## config.mk

```make
export PLATFORM = sky130hd
export DESIGN_NAME = uart_block_ctrl
export DESIGN_NICKNAME = d
export VERILOG_FILES = /design/src/rtl/uart_aes_pkg.sv /design/src/rtl/uart_block_ctrl.sv
export SDC_FILE = /design/constraint.sdc
export NUM_CORES = 1
export LEC_CHECK = 0
export BUFFER_PORTS_ARGS = -buffer_cell sky130_fd_sc_hd__buf_2
export CELL_PAD_IN_SITES_DETAIL_PLACEMENT = 0
export CELL_PAD_IN_SITES_GLOBAL_PLACEMENT = 1
export CORE_ASPECT_RATIO = 2
export CORE_MARGIN = 3
export CORE_UTILIZATION = 25
export DETAILED_ROUTE_END_ITERATION = 6
export GPL_TIMING_DRIVEN = 0
export PLACE_DENSITY = 0.56
export SLEW_MARGIN = 20
export SYNTH_ARGS = -nofsm -noshare
export SYNTH_HDL_FRONTEND = slang
export SYNTH_SLANG_ARGS = --single-unit
export TNS_END_PERCENT = 30
```

## constraint.sdc

```tcl
create_clock -name clk -period 17.5 [get_ports clk]
set_input_delay 0.875 -clock clk [delete_from_list [all_inputs] [get_ports clk]]
set_output_delay 0.875 -clock clk [all_outputs]
set_load 0.01 [all_outputs]
```

## src/rtl/uart_aes_pkg.sv

```systemverilog
// Shared constants and controller state encoding for the UART <-> AES block path.
package uart_aes_pkg;

  localparam int unsigned BLOCK_BYTES = 16;
  localparam int unsigned BLOCK_W     = 8 * BLOCK_BYTES;

  typedef enum logic [2:0] {
    StCollect,
    StIssue,
    StWaitRes,
    StTxLoad,
    StTxWaitHi,
    StTxWaitLo
  } ctrl_state_e;

endpackage

```

## src/rtl/uart_block_ctrl.sv

```systemverilog
// Gathers UART RX bytes into a block for the AES core and streams the result back via UART TX.
// Optional inter-byte timeout enabled by defining UART_BLK_TIMEOUT_EN.
module uart_block_ctrl
  import uart_aes_pkg::*;
#(
  parameter int unsigned BLOCK_BYTES  = uart_aes_pkg::BLOCK_BYTES,
  parameter int unsigned TIMEOUT_CLKS = 4340000
) (
  input  logic                     clk,
  input  logic                     rst,
  input  logic [7:0]               rx_data,
  input  logic                     rx_valid,
  output logic                     tx_start,
  output logic [7:0]               tx_data,
  input  logic                     tx_busy,
  output logic [8*BLOCK_BYTES-1:0] blk_out,
  output logic                     blk_valid,
  input  logic                     blk_ready,
  input  logic [8*BLOCK_BYTES-1:0] res_in,
  input  logic                     res_valid,
  output logic                     res_ready,
  output logic                     busy,
  output logic                     rx_drop,
  output logic                     err_tmo
);

  localparam int unsigned BlkW = 8 * BLOCK_BYTES;
  localparam int unsigned IdxW = $clog2(BLOCK_BYTES);
  localparam logic [IdxW-1:0] IdxLast = IdxW'(BLOCK_BYTES - 1);

  ctrl_state_e         state_q, state_d;
  logic [IdxW-1:0]     idx_q, idx_d;
  logic [BlkW-1:0]     blk_q, blk_d;
  logic [BlkW-1:0]     txb_q, txb_d;
  logic                tmo_hit;

`ifdef UART_BLK_TIMEOUT_EN
  localparam int unsigned CntW = $clog2(TIMEOUT_CLKS + 1);
  localparam logic [CntW-1:0] CntMax = CntW'(TIMEOUT_CLKS);

  logic [CntW-1:0] cnt_q, cnt_d;

  // Only a partially filled block in COLLECT is aged; any received byte restarts the count.
  always_comb begin
    cnt_d   = cnt_q;
    tmo_hit = 1'b0;
    if (state_q != StCollect || idx_q == '0 || rx_valid) begin
      cnt_d = '0;
    end else if (cnt_q == CntMax) begin
      tmo_hit = 1'b1;
    end else begin
      cnt_d = cnt_q + 1'b1;
    end
  end

  always_ff @(posedge clk or posedge rst) begin
    if (rst) begin
      cnt_q <= '0;
    end else begin
      cnt_q <= cnt_d;
    end
  end

  assign err_tmo = tmo_hit;
`else
  assign tmo_hit = 1'b0;
  assign err_tmo = 1'b0;
`endif

  always_comb begin
    state_d   = state_q;
    idx_d     = idx_q;
    blk_d     = blk_q;
    txb_d     = txb_q;
    blk_valid = 1'b0;
    res_ready = 1'b0;
    tx_start  = 1'b0;
    unique case (state_q)
      StCollect: begin
        if (rx_valid) begin
          // First byte lands in the most significant byte lane.
          blk_d[8*(BLOCK_BYTES-1-int'(idx_q)) +: 8] = rx_data;
          if (idx_q == IdxLast) begin
            idx_d   = '0;
            state_d = StIssue;
          end else begin
            idx_d = idx_q + 1'b1;
          end
        end else if (tmo_hit) begin
          idx_d = '0;
          blk_d = '0;
        end
      end
      StIssue: begin
        blk_valid = 1'b1;
        if (blk_ready) state_d = StWaitRes;
      end
      StWaitRes: begin
        res_ready = 1'b1;
        if (res_valid) begin
          txb_d   = res_in;
          state_d = StTxLoad;
        end
      end
      StTxLoad: begin
        if (!tx_busy) begin
          tx_start = 1'b1;
          state_d  = StTxWaitHi;
        end
      end
      StTxWaitHi: begin
        // tx_busy lags tx_start by one cycle; wait for it before looking for the fall.
        if (tx_busy) state_d = StTxWaitLo;
      end
      StTxWaitLo: begin
        if (!tx_busy) begin
          txb_d = txb_q << 8;
          if (idx_q == IdxLast) begin
            idx_d   = '0;
            state_d = StCollect;
          end else begin
            idx_d   = idx_q + 1'b1;
            state_d = StTxLoad;
          end
        end
      end
      default: state_d = StCollect;
    endcase
  end

  always_ff @(posedge clk or posedge rst) begin
    if (rst) begin
      state_q <= StCollect;
      idx_q   <= '0;
      blk_q   <= '0;
      txb_q   <= '0;
    end else begin
      state_q <= state_d;
      idx_q   <= idx_d;
      blk_q   <= blk_d;
      txb_q   <= txb_d;
    end
  end

  assign blk_out = blk_q;
  assign tx_data = txb_q[BlkW-1 -: 8];
  assign busy    = !(state_q == StCollect && idx_q == '0);
  assign rx_drop = rx_valid && (state_q != StCollect);

endmodule

```

**Word level (Yosys, flattened, before mapping)**

Index checks and enable logic that the tools add are counted.
W data, S select, Z words.

- Flip-flop bits (word level): 263
- Logic and storage cells: 55

- Add/subtract/negate cells: 3
- Eq/ne operators: 13
- Shift-type cells: 2
- Multiplexer cells: 21
- Reduce and logical (&&, ||, !) cells: 12

Operator list:

| operator | count |
|---|---|
| $mux W128 | 2 |
| $pmux W128 S2 | 1 |
| $bwmux W128 | 1 |
| $shift A8 B34 Y128 const A | 1 |
| $shiftx A8 B34 Y128 | 1 |
| $neg A32 Y34 | 1 |
| $mux W3 | 7 |
| $pmux W3 S6 | 1 |
| $ne A2 B2 Y1 const B | 7 |
| $mux W4 | 3 |
| $pmux W4 S2 | 1 |
| $reduce_and A7 Y1 | 1 |
| $eq A3 B2 Y1 const B | 2 |
| $eq A3 B3 Y1 const B | 2 |
| $reduce_and A3 Y1 | 2 |
| $sub A4 B4 Y5 const A | 1 |
| $add A4 B1 Y4 const B | 1 |
| $eq A4 B4 Y1 const B | 1 |
| $logic_not A4 Y1 | 1 |
| $mux W1 | 4 |
| $reduce_bool A2 Y1 | 2 |
| $eq A3 B1 Y1 const B | 1 |
| $logic_not A3 Y1 | 1 |
| $reduce_bool A3 Y1 | 1 |
| 4 further kinds | 5 |

**Longest topological paths before layout**

Gate-level depths: netlist of run 1.

- Depth after elaboration: 4
- Depth in mapped cells: 9
- Gate-level depth less buffers: 6

**Least setup slack after synthesis of run 1**

No wires, ideal clock.

- Path type: reg-to-reg
- Start point: reg idx_q[0]
- End point: reg blk_q[0] (netlist: blk_out[0])
- Setup time: 128 ps
- Arrival time: 2397 ps
- Setup slack: 14974 ps
- Stages on the path, launching flop included: 9
- Clock period less this slack: 2526 ps
- Cell sequence: dfrtp_1 -> clkbuf_1 -> inv_1 -> ha_1 -> or2_2 -> clkbuf_1 -> or4_1 -> buf_2 -> mux2i_1

- Word-level cells in the longest chain between the ends: 4
- Elaborated cells on any way between the ends: 5

RTL lines:

| what | RTL line | source |
|---|---|---|
| start: declaration | uart_block_ctrl.sv:32 | `logic [IdxW-1:0] idx_q, idx_d;` |
| start signal: assignment | uart_block_ctrl.sv:139 | `idx_q <= idx_d;` |
| $sub A4 B4 Y5 (*) | uart_block_ctrl.sv:82 | `blk_d[8*(BLOCK_BYTES-1-int'(idx_q)) +: 8] = rx_data;` |
| $neg A32 Y34 (*) | uart_block_ctrl.sv:82 |  |
| $shiftx A8 B34 Y128 or $shift A8 B34 Y128 (tied branches) | uart_block_ctrl.sv:82 |  |
| $bwmux W128 (*) | uart_block_ctrl.sv:82 |  |
| end signal: assignment | uart_block_ctrl.sv:140 | `blk_q <= blk_d;` |
| end: declaration | uart_block_ctrl.sv:33 | `logic [BlkW-1:0] blk_q, blk_d;` |

Mark *: on every way between the ends. The rest lies on a longest branch, timed or not.
A chain may end at the register's enable or synchronous reset.

**Worst setup path in the final report of run 1**

- Start point: reg idx_q[0]
- End point: reg blk_q[67] (netlist: blk_out[67])

The elaborated chain is that of the path after synthesis.

==> impl_metrics.tcl, run 1 <==
set metrics [dict create \
    layout.cells.non_filler 1902 \
    grt_use_total_pct 15.7 \
    synthArstFlopShare_pct 100 \
    num-fill-cells 4685 \
    ir_drop_v 0.0000790 \
    antenna_found_initial 4 \
    worstSetupPathType "reg -> reg" \
    h-tree-depth 1 \
    insertion_delay_ns 0.55 \
    initialDrtViolationCount 257 \
    finalCriticalPeriod_ns 3.29 \
    tightestPinTransition_ns 0.963 \
    cp-end-kind "flop" \
    holdBufCountCts 0 \
    drcViolationCount 0 \
    ctsResizeCount 0 \
    synth-seq-cells 263 \
    ys_seq_area_share_pct 57.1 \
    synthTopCellsByArea "dfrtp_1, mux2i_1, mux2_2, o21ai_0, nand2_1" \
    setup_viol 0 \
    arrival_ns 3.72 \
    clk_pin_slew_ns 0.06 \
    row_count 110 \
    syn_to_final_growth_pct 27.0 \
    synth_common_cells "dfrtp_1, o21ai_0, nand2_1, mux2i_1, mux2_2" \
    power_density_nw_per_um2 166 \
    ys_types 49 \
    cts_tree "built" \
    worstPathRequired_ns 17.93 \
    ant_nets 0 \
    die_h_um 310 \
    synth.most_common_cell "dfrtp_1" \
    via_count 8599 \
    grt_pass1_wl_mm 57.4 \
    wirelength_mm 39.1 \
    reg2reg_setup_slack_ns 14.21 \
    synth_area_leader_cell "dfrtp_1" \
    cts_root_buffer "clkbuf_16" \
    pin_count 284 \
    firstDrtPassIters 4 \
    cap_violations 0 \
    port_buffers 282 \
    placeableCoreArea_um2 45300 \
    post_cts_buffers 0 \
    crit_path_start "idx_q[0]" \
    synth_edf_count 0 \
    synth_top_area_share_pct 57.1 \
    via_per_inst 4.52 \
    swShare_pct 36.9 \
    dp_cells 1851 \
    setup_tns_ns 0 \
    path_max_fanout 10 \
    synthFlopType "dfrtp_1" \
    yosys_warnings 0 \
    p_seq_share_pct 41.3 \
    slew_violations 0 \
    outcome "complete, no violations" \
    routedWlPerCell_um 20.6 \
    syn_nets 1151 \
    multi_input_area_um2 4560 \
    drive_gt1_share_pct 34.1 \
    syn_area_per_cell_um2 11.5 \
    overflow 0 \
    combPwrFrac_pct 33.8 \
    fin_skew_ns 0.00777 \
    cts_made_buffers 27 \
    regArea_um2 6580 \
    startpoint_type "flop" \
    die_x_um 158 \
    switching_power_uw 896 \
    finalHoldViolations 0 \
    max_freq_ghz 0.304 \
    rsz0062_at_grt "false" \
    p_int_mw 1.53 \
    clk_path_buf_depth 3 \
    clockPowerShare_pct 24.9 \
    clock-sinks 263 \
    relSlewSlack_pct 35.8 \
    postSynthCellCount 1006 \
    routabilityCongestion 0.810 \
    leakagePower_nw 8.04 \
    grt_pass1_vias 9111 \
    finalCritPeriodShare_pct 18.8 \
    grt_max_degree 98 \
    timing.rr.start "idx_q[0]" \
    hold_class "in -> async" \
    num-nets-final 1465 \
    dp_hpwl_mm 30.6 \
    dieArea_um2 48900 \
    synth_area_um2 11500 \
    initial_core_util_pct 25.4 \
]
==> registers in the layout, indices dropped and copies added (netlist names) <==
name / count
txb_q: 128
state_q: 3
blk_out: 128
idx_q: 4
==> cells by family (layout without fill, tap and decap cells) <==
group                    after synthesis  in the layout  synth area share (%)
adder cells (fa/ha/maj)                3              3                 0.326
AO/OA/AOI/OAI                        202            202                  9.69
buffers and inverters                 87            422                  3.32
flip-flops                           263            263                  57.1
XOR/XNOR                               2              2                 0.217
multiplexers                         218            218                  19.9
other                                  1              2                0.0325
AND/OR/NAND/NOR                      230            230                  9.39
==> through the flow <==
step / setup WS (ns) / util [%] / hold WS (ns) / total power [mW] / area (um2)
finish: 14.21 / 32.3 / 0.286 / 2.43 / 14600
detailed placement: 14.10 / 30.3 / 0.470 / 1.86 / 13700
global placement: 5.80 / 30.1 / 0.459 / 1.84 / 13600
global route: 14.04 / 32.3 / 0.275 / 2.60 / 14600
floorplan: 9.38 / - / 0.449 / 1.49 / 11500
CTS: 14.19 / 32.3 / 0.266 / 2.48 / 14600
==> cell type report <==
type                            instances  area share (%)
Tap cell                              560            4.79
Timing Repair Buffer                  285            10.2
Antenna cell                            1          0.0171
Buffer                                 71            2.21
Clock buffer                           34            4.87
Inverter                               16           0.462
Clock inverter                         16            1.30
Multi-Input combinational cell        656            31.2
Sequential cell                       263            45.0
==> path summary, 6_finish.rpt <==
check                          endpoint  cells past startpoint
max                         blk_out[67]                      7
min                        blk_out[110]                      2
max reg2reg                 blk_out[67]                      7
min reg2reg                   txb_q[84]                      2
max in group asynchronous   blk_out[23]                      4
min in group clk              txb_q[84]                      2
==> per-layer routing <==
metal | GRT usage, % | up-vias | wire length (um)
li1 | - | 4121 | -
met1 | 15.8 | 4165 | 13400
met2 | 30.4 | 257 | 21800
met3 | 4.08 | 54 | 2660
met4 | 5.33 | 2 | 1280
met5 | 0 | - | 13
==> critical path, stage by stage (launching register included) <==
cell,delay (ns)
dfrtp_1,0.44
clkbuf_1,0.47
inv_1,0.21
ha_1,0.43
clkbuf_1,0.27
nand4b_2,0.44
nor3_4,0.52
mux2_2,0.40
==> power groups by stage <==
stage	clock network, mW	logic [mW]	registers, mW
3_5_place_dp	0	0.841	1.02
4_1_cts	0.628	0.841	1.01
5_1_grt	0.651	0.923	1.03
3_3_place_gp	0	0.826	1.01
6_report	0.605	0.821	1.00
2_1_floorplan	0	0.478	1.02
==> cell usage in the layout, fill, tap and decap left out, types with 3 or more instances in the layout <==
cell type	synthesis	layout
and2_1	18	18
inv_1	16	15
buf_2	18	300
mux2_2	87	87
buf_4	9	9
nor2_1	8	8
nor2b_1	13	13
or3_1	3	3
mux2i_1	130	130
clkinv_2	0	9
buf_16	0	3
nor3_1	3	3
nand2_1	150	150
nand3_1	7	7
nand4_1	3	3
clkbuf_16	0	27
dfrtp_1	263	263
ha_1	3	3
a22o_1	7	7
clkbuf_1	41	47
o31ai_1	16	16
bufinv_16	0	4
nand2b_1	4	4
or2_2	3	3
o21ai_0	166	166
nor2_2	4	4
buf_1	3	3
Note: power is estimated with default switching activity, not from simulation.
==> run 2, diff against run 1 <==
- clock period: 17.5 -> 3.15 ns (I/O delays scaled with it)
==> run 2 against run 1 <==
Sequential cell count did not move. Sequential power increased to 5.6 times the previous value. Sequential share of layout area shrank 4.2 points. Total power grew to 5.6 times the previous value. Worst hold slack lost 0.27 ns. Critical path depth unchanged. Design area rose by 10%. Largest power group unchanged. Highest routed layer is now met4.
==> impl_metrics.tcl, run 2 (synthesized netlist as in run 1, its figures left out) <==
set metrics [dict create \
    dp_hpwl_mm 30.8 \
    cts_tree "built" \
    combPwrFrac_pct 34.9 \
    relSlewSlack_pct 35.6 \
    max_freq_ghz 0.331 \
    antenna_found_initial 0 \
    finalCritPeriodShare_pct 95.8 \
    switching_power_mw 5.04 \
    die_h_um 310 \
    ir_drop_v 0.000476 \
    layout_common_cells "buf_2, dfrtp_1, o21ai_0" \
    final.setup.worst_slack_ns 0.133 \
    diodes 0 \
    clockPowerShare_pct 24.3 \
    path_max_fanout 10 \
    cap_violations 0 \
    num-nets-final 1611 \
    power_density_nw_per_um2 845 \
    worstSetupPathType "reg -> reg" \
    grt_max_degree 33 \
    initial_core_util_pct 25.4 \
    leakagePower_nw 8.67 \
    via_count 9236 \
    regArea_um2 6580 \
    r2r_cells 7 \
    overflow 0 \
    drcViolationCount 0 \
    layout_commonest_cell "buf_2" \
    cp-end-kind "flop" \
    num-fill-cells 4555 \
    place_ws_ns -0.189 \
    syn_to_final_growth_pct 40.1 \
    outcome "complete, no violations" \
    pin_count 284 \
    wirelength_mm 40.1 \
    h-tree-depth 1 \
    grt_pass1_vias 10000 \
    clk_path_buf_depth 3 \
    setup_tns_ns 0 \
    startpoint_type "flop" \
    clock-sinks 263 \
    rsz0062_at_grt "true" \
    finalCriticalPeriod_ns 3.02 \
    swShare_pct 37.0 \
    finish.instance_area_um2 16100 \
    reg2reg_setup_slack_ns 0.13 \
    setup_viol 0 \
    drive_gt1_share_pct 31.4 \
    utilization_pct 35.7 \
    initialDrtViolationCount 238 \
    p_seq_share_pct 40.9 \
    firstDrtPassIters 4 \
    fin_skew_ns 0.0128 \
    power_mw 13.6 \
    post_dp_cell_area_um2 13800 \
    port_buffers 282 \
    ant_nets 0 \
    die_x_um 158 \
    cts_root_buffer "clkbuf_16" \
    row_count 110 \
    grt_pass1_wl_mm 60.2 \
    routedWlPerCell_um 19.6 \
    dieArea_um2 48900 \
    cts_made_buffers 28 \
    multi_input_area_um2 4570 \
    whs_path_depth 3 \
    tightestPinTransition_ns 0.966 \
    grt_use_total_pct 16.2 \
    via_per_inst 4.52 \
    insertion_delay_ns 0.55 \
    clk_pin_slew_ns 0.06 \
    arrival_ns 3.45 \
    hold_class "in -> reg" \
    slew_violations 0 \
    placeableCoreArea_um2 45300 \
    routabilityCongestion 0.790 \
    worstPathRequired_ns 3.59 \
    finalHoldViolations 0 \
    p_int_mw 8.60 \
]
==> run 2: changes by cell type in the layout (fill, tap and decap cells not counted), moves of 2 or more <==
cell and change:
clkbuf_1 -3, clkbuf_16 +2, clkbuf_2 +2, buf_16 -2, clkinv_2 -4, dlygate4sd3_1 +137, nor2_2 -2, clkinv_4 +2
nor2_4 +2, bufinv_16 -2, buf_12 +9
==> run 2: critical path: stages (launching register included) <==
cell and delay [ns]:
dfrtp_1 0.44, clkbuf_2 0.26, and3_1 0.24, ha_1 0.31, clkbuf_1 0.39, o21ai_0 0.31
nor2_2 0.55, mux2_2 0.40
==> run 2: routing by layer <==
| metal | share of wire [%] | track usage (%) |
|---|---|---|
| met5 | 0 | 0 |
| met1 | 34 | 16.1 |
| met3 | 5.8 | 3.24 |
| met2 | 55 | 31.2 |
| met4 | 5.0 | 7.66 |
==> run 2: power by group through the flow <==
stage,Sequential (mW),Combinational [mW],Clock [mW]
after floorplan,5.64,2.65,0
after global placement,5.63,4.58,0
after detailed placement,5.66,4.68,0
after CTS,5.60,4.85,3.45
after global routing,5.74,5.37,3.56
final,5.58,4.76,3.31
==> run 2: layout make-up <==
class                      instances  share of cell area (%)
clock inverter                    11                   0.791
inverter                          16                   0.395
clock buffer                      36                    4.78
tap                              560                    4.34
buffer                            71                    2.02
timing repair buffer             430                    18.6
multi-input combinational        656                    28.3
sequential                       263                    40.8
==> run 2: per-stage QoR <==
stage	hold slack (ns)	cells
6_report	0.0114	2043
5_1_grt	0.00964	2043
4_1_cts	0.000721	2042
3_3_place_gp	0.386	1848
2_1_floorplan	0.291	1006
3_5_place_dp	0.167	1857
==> run 2: repair_timing <==
action                                  in CTS  in global routing
buffers inserted                             1                  1
cloned                                       0                  0
hold buffers                               137                  0
endpoints found under the hold margin      206                  0
pin swaps                                    1                  3
gates resized for setup                      4                  1
endpoints found under the setup margin     150                 75
==> run 2: worst paths after layout <==
kind                                     to       start
worst max-delay path            blk_out[63]    idx_q[0]
worst min-delay path              txb_q[31]  res_in[31]
worst max register to register  blk_out[63]    idx_q[0]
worst min register to register    txb_q[38]   txb_q[38]
max in group asynchronous       blk_out[18]         rst
min in group asynchronous        txb_q[100]         rst
